$ cat src/rtl/bin_to_bcd.sv
// Sequential shift-and-add-3 (double-dabble) binary-to-BCD converter feeding the 7-segment decoders.
// Optional build macro: LEADING_ZERO_BLANK_EN replaces leading zero digits with 4'hF (blank) on output.
module bin_to_bcd #(
    parameter int WIDTH  = 16,
    parameter int DIGITS = 5
) (
    input  logic                  i_clk,
    input  logic                  i_resetN,
    input  logic                  i_start,
    input  logic [WIDTH-1:0]      i_bin,
    output logic                  o_busy,
    output logic                  o_done,
    output logic [4*DIGITS-1:0]   o_bcd
);

    localparam int CW = $clog2(WIDTH + 1);
    localparam logic [CW-1:0] LAST_ITER = CW'(WIDTH - 1);

    typedef enum logic [1:0] {
        IDLE,
        CONV,
        FINISH
    } state_t;

    state_t                r_state;
    state_t                w_nextState;
    logic [WIDTH-1:0]      r_shift;
    logic [4*DIGITS-1:0]   r_work;
    logic [CW-1:0]         r_count;
    logic [4*DIGITS-1:0]   r_bcd;
    logic                  r_done;

    logic [4*DIGITS-1:0]   w_adjusted;
    logic [4*DIGITS-1:0]   w_nextWork;
    logic [WIDTH-1:0]      w_nextShift;
    logic [4*DIGITS-1:0]   w_bcdOut;

    always_ff @(posedge i_clk) begin
        if (!i_resetN) begin
            r_state <= IDLE;
        end else begin
            r_state <= w_nextState;
        end
    end

    always_comb begin
        w_nextState = r_state;
        case (r_state)
            IDLE:    if (i_start) w_nextState = CONV;
            CONV:    if (r_count == LAST_ITER) w_nextState = FINISH;
            FINISH:  w_nextState = IDLE;
            default: w_nextState = IDLE;
        endcase
    end

    // Each nibble is corrected independently so that the following doubling carries correctly into the next digit.
    always_comb begin
        w_adjusted = r_work;
        for (int d = 0; d < DIGITS; d++) begin
            if (r_work[4*d +: 4] >= 4'd5) begin
                w_adjusted[4*d +: 4] = r_work[4*d +: 4] + 4'd3;
            end
        end
        w_nextWork  = {w_adjusted[4*DIGITS-2:0], r_shift[WIDTH-1]};
        w_nextShift = {r_shift[WIDTH-2:0], 1'b0};
    end

    always_comb begin
        w_bcdOut = r_work;
`ifdef LEADING_ZERO_BLANK_EN
        begin
            logic w_leading;
            w_leading = 1'b1;
            // Digit 0 is excluded so a zero value still shows a single "0".
            for (int d = DIGITS - 1; d > 0; d--) begin
                if (w_leading && (r_work[4*d +: 4] == 4'd0)) begin
                    w_bcdOut[4*d +: 4] = 4'hF;
                end else begin
                    w_leading = 1'b0;
                end
            end
        end
`endif
    end

    always_ff @(posedge i_clk) begin
        if (!i_resetN) begin
            r_shift <= '0;
            r_work  <= '0;
            r_count <= '0;
            r_bcd   <= '1;
            r_done  <= 1'b0;
        end else begin
            r_done <= 1'b0;
            case (r_state)
                IDLE: begin
                    if (i_start) begin
                        r_shift <= i_bin;
                        r_work  <= '0;
                        r_count <= '0;
                    end
                end
                CONV: begin
                    r_work  <= w_nextWork;
                    r_shift <= w_nextShift;
                    r_count <= r_count + 1'b1;
                end
                FINISH: begin
                    r_bcd  <= w_bcdOut;
                    r_done <= 1'b1;
                end
                default: begin
                end
            endcase
        end
    end

    assign o_busy = (r_state != IDLE);
    assign o_done = r_done;
    assign o_bcd  = r_bcd;

endmodule

$ cat config.mk
export PLATFORM = sky130hd
export DESIGN_NAME = bin_to_bcd
export DESIGN_NICKNAME = d
export VERILOG_FILES = /design/src/rtl/bin_to_bcd.sv
export SDC_FILE = /design/constraint.sdc
export NUM_CORES = 1
export LEC_CHECK = 0
export ABC_AREA = 1
export CAP_MARGIN = 40
export CORE_MARGIN = 2
export CORE_UTILIZATION = 61
export CTS_BUF_LIST = sky130_fd_sc_hd__clkbuf_8
export CTS_CLUSTER_DIAMETER = 150
export DETAILED_ROUTE_END_ITERATION = 6
export PLACE_DENSITY = 0.85
export SETUP_SLACK_MARGIN = 0.02
export SLEW_MARGIN = 25
export SYNTH_ARGS = -nofsm -noshare
export SYNTH_HDL_FRONTEND = slang
export SYNTH_SLANG_ARGS = --single-unit
export TNS_END_PERCENT = 20
$ cat constraint.sdc
create_clock -name i_clk -period 1.8 [get_ports i_clk]
set_input_delay 0.36 -clock i_clk [delete_from_list [all_inputs] [get_ports i_clk]]
set_output_delay 0.36 -clock i_clk [all_outputs]
set_load 0.02 [all_outputs]
==> out/summary.txt <==
Cell variety after synth -> 24
Most used DFF post-synth -> dfxtp_1
Leak Pwr -> 1.55 nW
Syn Area/Cell -> 7.35 µm²
peak supply drop -> 0.515 mV
Die Y -> 73.4 µm
Area Overhead vs Synth -> 22.0%
max-cap viol count -> 0
RR Endpoint -> r_work[14]$_SDFFE_PN0P_
reg2reg start -> r_work[12]$_SDFFE_PN0P_
register area -> 1280 µm²
Synth Warn # -> 0
Worst Path Max Fanout -> 2
FF-to-FF path depth -> 8
CP max-delay cell -> clkdlybuf4s50_1
I/O Buffers -> 40
gr usage total -> 0.252
num ports -> 41
crit path DAT -> 1.29 ns
Avg WL per Cell -> 12.5 µm
CP required -> 1.44 ns
Final WS setup -> 0.146 ns
most common cell in the netlist -> nand2_1
post-detail-place hpwl -> 4370 µm
vias in the first global route -> 2402
CTS max path bufs -> 2
core footprint -> 4690 µm²
#FFs+latches synth -> 64
CP top delay family -> buffers and inverters
row count -> 25
worst hold path startpoint -> r_shift[15]$_SDFFE_PN0P_
Post-Route Utilization -> 0.764
CP Launch Type -> register
RSZ-0062 raised after global routing -> no
Total Power -> 2.86 mW
# DRC -> 0
share of the synthesized area in the top cell type -> 0.436
Hold EP -> r_work[0]$_SDFFE_PN0P_
die area -> 5390 µm²
final hold vios -> 0
cell depth of the worst min-delay path -> 2
Rel. slew slack -> 0.641
Synth async-reset ratio -> 0
drt initial violations -> 229
outcome -> finished clean
number of CTS-inserted buffers -> 9
clk_lat worst skew -> 0.35 ns
actual slew at the worst max-slew pin -> 0.538 ns
register area share after synthesis -> 0.436
clock sink total -> 64
Place WS -> 0.214 ns
vias per inst -> 5.52
endpoint class of the critical path -> output pin
period utilisation layout -> 0.919
Setup Skew -> 0.00500 ns
Synth area leader -> dfxtp_1
1st-pass router iterations -> 5
Synth Net Count -> 431
pwr/cell area -> 798 nW/µm²
Min-Delay Path Class -> register to register
final setup fails -> 0
Syn Std Cell Area -> 2940 µm²
htree depth -> 3
setup TNS -> 0 ns
Detail Route Antenna Nets -> 0
r2r setup slk -> 0.41 ns
largest net degree at the start of global routing -> 38
critical-path cell list -> clkdlybuf4s50_1
die span in x -> 73.4 µm
clk slew on worst S/H paths -> 0.07 ns
Fmax -> 0.604 GHz
EDFF count, synth -> 0
Final #Nets -> 474
CTS root buffer -> clkbuf_8
WP buf/inv -> 1
Post-Route WL -> 6270 µm
CP Depth -> 1
first-pass GRT wire length -> 10400 µm
crit-path max cell delay -> 0.60 ns
diodes inserted -> 0
Post-Place Cells -> 486
Post-synth top cells -> nand2_1, dfxtp_1, inv_1, nand3_1, nor2_1
Post-Layout Cell Count -> 502
starting density of the core -> 0.626
setup bufs post-CTS -> 0
Area contributors post-synth -> dfxtp_1, nand2_1, o211ai_1, nand3_1, ha_1
minimum clock period after layout -> 1.65 ns
initial antenna violation count -> 0
multi-input logic area -> 1400 µm²
TritonCTS clock tree -> done
share of cells above drive strength 1 -> 0.0781
Syn Inst Count -> 400
Setup CP Type -> register to output pin
vias -> 2773
GP Congestion -> 0.883
fill count -> 375
Max Slew Vio Count -> 0
total grt overflow -> 0
## registers in the layout (all words and copies together), names as in the netlist
signal	count
r_state	2
r_count	5
o_done	1
r_shift	16
o_bcd	20
r_work	20
## final cells by class
class	instances	share of cell area
Timing Repair Buffer	49	0.137
Clock inverter	5	0.00873
Multi-Input combinational cell	275	0.390
Clock buffer	11	0.0422
Inverter	44	0.0461
Sequential cell	64	0.357
Tap cell	54	0.0188
## cells by family after synthesis
logic type,Yosys count,synth area share
buf+inv,61,0.0890
fa+ha+maj,12,0.0511
flops,64,0.436
simple gates,195,0.283
compound gates,68,0.141
## placed cells by master, fill, tap and decap left out
cell type / count
a21oi_1: 22
a22oi_1: 1
a31oi_1: 7
buf_12: 2
buf_4: 7
clkbuf_8: 11
clkdlybuf4s50_1: 39
clkinv_2: 3
clkinv_4: 1
clkinvlp_4: 1
dfxtp_1: 64
dlygate4sd2_1: 1
ha_1: 12
inv_1: 39
inv_2: 5
nand2_1: 119
nand2_2: 1
nand2_4: 2
nand3_1: 32
nand4_1: 10
nor2_1: 28
nor2_4: 2
nor3_1: 1
o211ai_1: 25
o21ai_0: 8
o21ai_1: 4
o22ai_1: 1
## worst register-to-register path: stages (launching register included)
cell and delay (ns):
dfxtp_1 0.34, inv_1 0.17, ha_1 0.20, inv_1 0.04
nand2_1 0.10, nand3_1 0.14, nand2_1 0.10, nand3_1 0.06
a21oi_1 0.16
## through the flow
stage          area [µm²]  hold slack (ns)
6_report             3580            0.460
3_5_place_dp         3400            0.451
3_3_place_gp         3400            0.440
5_1_grt              3580            0.478
2_1_floorplan        2940            0.434
4_1_cts              3580            0.462
## per-layer routing
layer  GRT usage  part of all wire  up-vias
met5           0                 0        -
met4       0.125             0.021        0
met3      0.0453             0.050       12
met2       0.419              0.48       82
met1       0.313              0.45     1272
li1            -                 -     1407
## worst max path at each step
| stage | from | to |
|---|---|---|
| after global placement | i_start | r_count[1]$_SDFFE_PN0P_ |
| after detailed placement | i_start | r_count[1]$_SDFFE_PN0P_ |
| final | o_bcd[4]$_SDFFE_PN1P_ | o_bcd[4] |
| after floorplan | r_work[0]$_SDFFE_PN0P_ | r_work[4]$_SDFFE_PN0P_ |
| after CTS | o_bcd[4]$_SDFFE_PN1P_ | o_bcd[4] |
| after global routing | o_bcd[0]$_SDFFE_PN1P_ | o_bcd[0] |
## report_power, final
group	switching (mW)	leakage (nW)	internal [mW]
Clock	0.562	0.0951	0.569
Combinational	0.152	0.938	0.110
Sequential	0.0190	0.519	1.45
Total	0.732	1.55	2.13
## timing repair
item	4_1_cts	5_1_grt
endpoints found under the setup margin	1	0
hold buffers	0	0
gates resized for setup	1	0
(Power assumes the default switching activity.)
